--- src/rtl/counter_pkg.sv ---
// counter_pkg
//   Shared definitions for the counter sequencer and its counter datapath:
//   - WIDTH_DEF : default counter / base / limit width
//   - OP_*      : command opcodes carried on cmd_op
//   - state_e   : sequencer state encoding (also exported on dbg_state)
//   - mode_e    : what the sequencer does after LOAD and at terminal count
package counter_pkg;

    localparam int WIDTH_DEF = 8;

    localparam logic [1:0] OP_STOP    = 2'b00;
    localparam logic [1:0] OP_ONESHOT = 2'b01;
    localparam logic [1:0] OP_RELOAD  = 2'b10;
    localparam logic [1:0] OP_LOAD    = 2'b11;

    typedef enum logic [1:0] {
        ST_IDLE = 2'd0,
        ST_LOAD = 2'd1,
        ST_RUN  = 2'd2
    } state_e;

    // MODE_NONE marks a LOAD_ONLY sequence: LOAD returns to IDLE.
    typedef enum logic [1:0] {
        MODE_NONE    = 2'd0,
        MODE_ONESHOT = 2'd1,
        MODE_RELOAD  = 2'd2
    } mode_e;

endpackage

--- src/rtl/loadable_counter.sv ---
// loadable_counter
//   WIDTH-bit up-counter with synchronous load and count enable.
//   Load has priority over enable; increment wraps modulo 2^WIDTH.
//   Ports:
//     clk_i   : clock, rising edge
//     rst_ni  : asynchronous active-low reset (count -> 0)
//     load_i  : load base_i on the next rising edge
//     base_i  : value to load
//     en_i    : increment on the next rising edge (ignored while load_i)
//     count_o : current count
module loadable_counter #(
    parameter int WIDTH = 8
) (
    input  logic             clk_i,
    input  logic             rst_ni,
    input  logic             load_i,
    input  logic [WIDTH-1:0] base_i,
    input  logic             en_i,
    output logic [WIDTH-1:0] count_o
);

    logic [WIDTH-1:0] count_q;
    logic [WIDTH-1:0] count_d;

    always_comb begin
        count_d = count_q;
        if (load_i) begin
            count_d = base_i;
        end else if (en_i) begin
            count_d = count_q + WIDTH'(1);
        end
    end

    always_ff @(posedge clk_i or negedge rst_ni) begin
        if (!rst_ni) begin
            count_q <= '0;
        end else begin
            count_q <= count_d;
        end
    end

    assign count_o = count_q;

endmodule

--- src/rtl/counter_sequencer.sv ---
// counter_sequencer
//   Command-driven controller around an internal loadable counter.
//   Commands (STOP / START_ONESHOT / START_RELOAD / LOAD_ONLY) arrive on a
//   valid/ready handshake; the counter is loaded with the captured base,
//   advanced on tick strobes in RUN, and a one-cycle done pulse is raised
//   when a tick arrives with count == limit.
//
//   Handshake: a command transfers on a rising edge where cmd_valid and
//   cmd_ready are both high. cmd_ready is a pure decode of the state
//   register (low only in LOAD), so it never depends on cmd_valid.
//
//   Ports:
//     clk, rst_n          : clock (rising edge), async active-low reset
//     cmd_valid/cmd_ready : command handshake
//     cmd_op              : opcode (see counter_pkg OP_*)
//     cmd_base, cmd_limit : start and terminal values, captured on accept
//     tick                : count strobe, only meaningful in RUN
//     count               : counter value
//     busy                : high in LOAD or RUN
//     done                : registered one-cycle terminal-count pulse
//     dbg_state           : current sequencer state (state_e encoding)
module counter_sequencer
    import counter_pkg::*;
#(
    parameter int WIDTH = WIDTH_DEF
) (
    input  logic             clk,
    input  logic             rst_n,
    input  logic             cmd_valid,
    output logic             cmd_ready,
    input  logic [1:0]       cmd_op,
    input  logic [WIDTH-1:0] cmd_base,
    input  logic [WIDTH-1:0] cmd_limit,
    input  logic             tick,
    output logic [WIDTH-1:0] count,
    output logic             busy,
    output logic             done,
    output logic [1:0]       dbg_state
);

    state_e           state_q;
    mode_e            mode_q;
    logic [WIDTH-1:0] base_q;
    logic [WIDTH-1:0] limit_q;
    logic             done_q;

    logic             accept;
    logic             at_limit;
    logic             cnt_load;
    logic             cnt_en;
    logic [WIDTH-1:0] cnt_value;

    assign accept   = cmd_valid && cmd_ready;
    assign at_limit = (cnt_value == limit_q);

    // Counter control. Any accepted command in RUN takes precedence over
    // the tick, so a colliding terminal tick neither increments nor reloads.
    always_comb begin
        cnt_load = 1'b0;
        cnt_en   = 1'b0;
        case (state_q)
            ST_LOAD: cnt_load = 1'b1;
            ST_RUN: begin
                if (!accept && tick) begin
                    if (!at_limit) begin
                        cnt_en = 1'b1;
                    end else if (mode_q == MODE_RELOAD) begin
                        cnt_load = 1'b1;
                    end
                end
            end
            default: ;
        endcase
    end

    always_ff @(posedge clk or negedge rst_n) begin
        if (!rst_n) begin
            state_q <= ST_IDLE;
            mode_q  <= MODE_NONE;
            base_q  <= '0;
            limit_q <= '0;
            done_q  <= 1'b0;
        end else begin
            done_q <= 1'b0;
            case (state_q)
                ST_IDLE: begin
                    if (accept && cmd_op != OP_STOP) begin
                        state_q <= ST_LOAD;
                        base_q  <= cmd_base;
                        limit_q <= cmd_limit;
                        mode_q  <= (cmd_op == OP_ONESHOT) ? MODE_ONESHOT :
                                   (cmd_op == OP_RELOAD)  ? MODE_RELOAD  :
                                                            MODE_NONE;
                    end
                end
                ST_LOAD: begin
                    state_q <= (mode_q == MODE_NONE) ? ST_IDLE : ST_RUN;
                end
                ST_RUN: begin
                    if (accept) begin
                        if (cmd_op == OP_STOP) begin
                            state_q <= ST_IDLE;
                        end else begin
                            // Preempt or abort: re-latch and reload through LOAD.
                            state_q <= ST_LOAD;
                            base_q  <= cmd_base;
                            limit_q <= cmd_limit;
                            mode_q  <= (cmd_op == OP_ONESHOT) ? MODE_ONESHOT :
                                       (cmd_op == OP_RELOAD)  ? MODE_RELOAD  :
                                                                MODE_NONE;
                        end
                    end else if (tick && at_limit) begin
                        done_q <= 1'b1;
                        if (mode_q != MODE_RELOAD) begin
                            state_q <= ST_IDLE;
                        end
                    end
                end
                default: state_q <= ST_IDLE;
            endcase
        end
    end

    loadable_counter #(
        .WIDTH (WIDTH)
    ) u_counter (
        .clk_i   (clk),
        .rst_ni  (rst_n),
        .load_i  (cnt_load),
        .base_i  (base_q),
        .en_i    (cnt_en),
        .count_o (cnt_value)
    );

    assign count     = cnt_value;
    assign done      = done_q;
    assign busy      = (state_q != ST_IDLE);
    assign cmd_ready = (state_q != ST_LOAD);
    assign dbg_state = state_q;

endmodule

--- config.mk ---
export PLATFORM = sky130hd
export DESIGN_NAME = counter_sequencer
export DESIGN_NICKNAME = d
export VERILOG_FILES = /design/src/rtl/counter_pkg.sv /design/src/rtl/loadable_counter.sv /design/src/rtl/counter_sequencer.sv
export SDC_FILE = /design/constraint.sdc
export NUM_CORES = 1
export LEC_CHECK = 0
export CELL_PAD_IN_SITES_DETAIL_PLACEMENT = 1
export CELL_PAD_IN_SITES_GLOBAL_PLACEMENT = 1
export CORE_AREA = 10 10 70 72
export CTS_CLUSTER_DIAMETER = 60
export CTS_CLUSTER_SIZE = 10
export DETAILED_ROUTE_END_ITERATION = 8
export DIE_AREA = 0 0 80 82
export DONT_BUFFER_PORTS = 1
export GPL_TIMING_DRIVEN = 1
export PLACE_DENSITY_LB_ADDON = 0.1
export SLEW_MARGIN = 15
export SYNTH_ARGS = -nofsm -noshare
export SYNTH_HDL_FRONTEND = slang
export SYNTH_HIERARCHICAL = 1
export SYNTH_SLANG_ARGS = --single-unit
--- constraint.sdc ---
create_clock -name clk -period 2.2 [get_ports clk]
set_input_delay 0.11 -clock clk [delete_from_list [all_inputs] [get_ports clk]]
set_output_delay 0.11 -clock clk [all_outputs]
set_load 0.005 [all_outputs]
==> flow_metrics.py <==
metrics = {
    "status": {
        "status": "finished, final reports clean",
    },
    "detailed_routing": {
        "drt_pass1_iterations": 4,
        "first_iter_violations": 44,
        "avgRoutedWirePerCell_um": 18.6,
        "vias": 1134,
        "wirelength_um": 4050,
        "vias_per_cell": 5.20,
        "drc_errors": 0,
        "ant_nets": 0,
    },
    "power": {
        "power_per_cell_area_nw_per_um2": 1280,
        "max-vdd-ir-drop_mv": 0.524,
        "total_leakage_power_nw": 0.858,
        "power_mw": 2.52,
    },
    "synthesis": {
        "proportion_of_synthesized_chip_area_in_sequential_cells_pct": 47.4,
        "netlist.area_leader.share_pct": 47.4,
        "post_synth_main_area_contributors": "sky130_fd_sc_hd__dfrtp_1 47%, sky130_fd_sc_hd__mux2_4 8.8%, sky130_fd_sc_hd__xor2_1 6.3%",
        "synth_cell_types": 30,
        "async_flop_share_pct": 100,
        "yosysMostFrequentCell": "sky130_fd_sc_hd__dfrtp_1",
        "syn_inst": 131,
        "yosysTopAreaCell": "sky130_fd_sc_hd__dfrtp_1",
        "synth_edf_count": 0,
        "synthesis.yosys.warnings": 6,
        "ys.flop_type": "sky130_fd_sc_hd__dfrtp_1",
        "post_synth_most_frequent_cells": "29 x sky130_fd_sc_hd__dfrtp_1, 12 x sky130_fd_sc_hd__nand2_1, 11 x sky130_fd_sc_hd__xor2_1",
        "synth_area_per_cell_sq_um": 11.7,
        "synth-seq-cells": 29,
        "synth_nets": 158,
        "synthesis.area_sq_um": 1530,
    },
    "cells_and_area": {
        "areaGrowthSynthToFinish_pct": 28.2,
        "final_core_utilization_pct": 54.9,
        "area_of_the_multi_input_gates_sq_um": 752,
        "post_route_cells_drive_above_1_share_pct": 28.8,
        "layout.filler_cells": 390,
        "final_design_area_no_fill_sq_um": 1960,
        "nNetsFinal": 196,
        "ant_diodes": 0,
        "register_area_sq_um": 727,
    },
    "critical_path": {
        "worstSetupStartpointType": "register",
        "worst_ep_arrival_time_ns": 2.36,
        "crit_required_ns": 2.46,
        "timing_worst_setup_path_type": "register to register",
        "setup.worst_path.end_class": "register",
        "worst-path-max-fanout": 7,
    },
    "placement": {
        "dp_hpwl_um": 2910,
        "pre_cts_slack_ns": 0.101,
        "area_after_detailed_placement_sq_um": 1640,
        "io_buffers": 0,
        "finalWeightedCongestion": 0.867,
    },
    "global_routing": {
        "grt-busiest-layer": "met2",
        "maximum_number_of_pins_on_one_net_before_global_route_repair": 30,
        "antenna_found_initial": 0,
        "first_pass_grt_wire_length_um": 6560,
        "grtUsageMet1_pct": 14.0,
        "first_global_vias": 1315,
        "grt.total_usage_pct": 13.3,
        "use_met3_pct": 4.59,
        "grt_remaining_overflow": 0,
        "use_met2_pct": 22.1,
    },
    "floorplan": {
        "pin_count": 35,
        "die_area_sq_um": 6560,
        "chipWidth_um": 80,
        "core-area_sq_um": 3580,
        "start_util_pct": 42.8,
        "rows": 22,
        "die_height_um": 82,
    },
    "cts": {
        "clk_latency_ns": 0.33,
        "worst_setup_hold_path_clk_slew_ns": 0.09,
        "ctsRootBufferMaster": "sky130_fd_sc_hd__clkbuf_4",
        "tritoncts_clock_tree": "built",
        "htreeDepth": 2,
        "clock_sinks": 29,
        "cts_inserted_buffers": 5,
        "clockBufferDepth": 2,
    },
    "sta": {
        "setup_violations": 0,
        "timing.clock.skew_ns": 0.00931,
        "timing_hold_violations_final": 0,
        "final_min_period_over_clock_period_pct": 95.5,
        "worst-slew-pin-transition_ns": 0.313,
        "timing_limited_maximum_frequency_mhz": 476,
        "final.hold.worst_slack_ns": 0.0437,
        "maxSlewHeadroom_pct": 79.0,
        "period_minus_slack_ns": 2.10,
        "rsz0062_at_grt": "true",
        "worst_slack_ns": 0.0985,
        "drv_slew": 0,
    },
    "flow_run": {
        "timing.max_cap.violations": 0,
    },
    "min_path": {
        "hold_class": "input port to register",
    },
}
[worst paths after layout]
kind / end / from / cells past startpoint / slack [ns]
worst max-delay path: u_counter/count_o[7]$_DFFE_PN0P_ / dbg_state[1]$_DFFE_PN0P_ / 9 / 0.1
worst min-delay path: done$_DFF_PN0_ / tick / 3 / 0.04
worst max register to register: u_counter/count_o[7]$_DFFE_PN0P_ / dbg_state[1]$_DFFE_PN0P_ / 9 / 0.1
worst min register to register: u_counter/count_o[2]$_DFFE_PN0P_ / base_q[2]$_DFFE_PN0P_ / 2 / 0.50
max in group asynchronous: dbg_state[1]$_DFFE_PN0P_ / rst_n / 2 / 1.81
min in group asynchronous: u_counter/count_o[3]$_DFFE_PN0P_ / rst_n / 2 / 0.22
[what timing repair did]
item,CTS,global route
endpoints found under the hold margin,48,0
resized for setup,0,4
endpoints found under the setup margin,0,6
setup buffers,0,2
hold buffers,22,0
[report_power, final]
| group | switching [mW] | internal, mW | total, mW | leakage, nW |
|---|---|---|---|---|
| Clock | 0.184 | 0.185 | 0.369 | 0.0413 |
| Combinational | 0.562 | 0.594 | 1.16 | 0.465 |
| Sequential | 0.206 | 0.786 | 0.992 | 0.352 |
[final cells by class]
type	count	area share (%)
inverter	5	0.956
clock inverter	1	0.255
clock buffer	7	3.31
sequential	29	37.0
multi-input combinational	92	38.3
tap	48	3.06
timing repair buffer	36	17.1
[registers in the layout, summed over array words and instances, names as in the netlist]
register	flops
dbg_state	2
base_q	8
done	1
mode_q	2
u_counter/count_o	8
limit_q	8
[cell usage in the layout, fill, tap and decap left out, types with 5 or more instances in the layout]
master | Yosys | routed
sky130_fd_sc_hd__xor2_1 | 11 | 11
sky130_fd_sc_hd__clkbuf_4 | 0 | 5
sky130_fd_sc_hd__nand3_1 | 7 | 7
sky130_fd_sc_hd__a21oi_1 | 5 | 5
sky130_fd_sc_hd__dlygate4sd3_1 | 0 | 21
sky130_fd_sc_hd__dfrtp_1 | 29 | 28
sky130_fd_sc_hd__inv_1 | 5 | 5
sky130_fd_sc_hd__nor2_1 | 6 | 5
sky130_fd_sc_hd__o21ai_0 | 7 | 7
sky130_fd_sc_hd__mux2_2 | 7 | 7
sky130_fd_sc_hd__buf_4 | 1 | 14
sky130_fd_sc_hd__nand2_1 | 12 | 12
sky130_fd_sc_hd__mux2_4 | 9 | 9
[worst max-delay path, stage by stage (launching register included)]
cell                       delay (ns)
sky130_fd_sc_hd__dfrtp_2         0.45
sky130_fd_sc_hd__inv_1           0.11
sky130_fd_sc_hd__ha_2            0.21
sky130_fd_sc_hd__nand2b_4        0.17
sky130_fd_sc_hd__nand3_1         0.08
sky130_fd_sc_hd__a21oi_1         0.13
sky130_fd_sc_hd__buf_4           0.18
sky130_fd_sc_hd__nand4_4         0.13
sky130_fd_sc_hd__or4_1           0.48
sky130_fd_sc_hd__nand3_1         0.09
[per-stage QoR]
step	TNS, ns	cells
after CTS	0	216
after floorplan	0	131
after global routing	-0.0340	218
after global placement	0	186
final	0	218
after detailed placement	0	186
[layer usage]
| layer | part of all wire (%) | vias up |
|---|---|---|
| met4 | 2.9 | 0 |
| met1 | 39 | 566 |
| met2 | 53 | 29 |
| met3 | 5.6 | 9 |
| met5 | 0 | - |
| li1 | - | 530 |
[logic make-up (layout without fill, tap and decap cells)]
kind of cell / after synthesis / count (layout) / synth area share [%]
mux: 18 / 18 / 15.3
simple gates: 40 / 40 / 16.2
compound gates: 17 / 17 / 6.29
fa+ha+maj: 5 / 5 / 4.08
flops: 29 / 29 / 47.4
buf+inv: 10 / 49 / 3.92
xor+xnor: 12 / 12 / 6.86
Note: power is estimated with default switching activity, not from simulation.
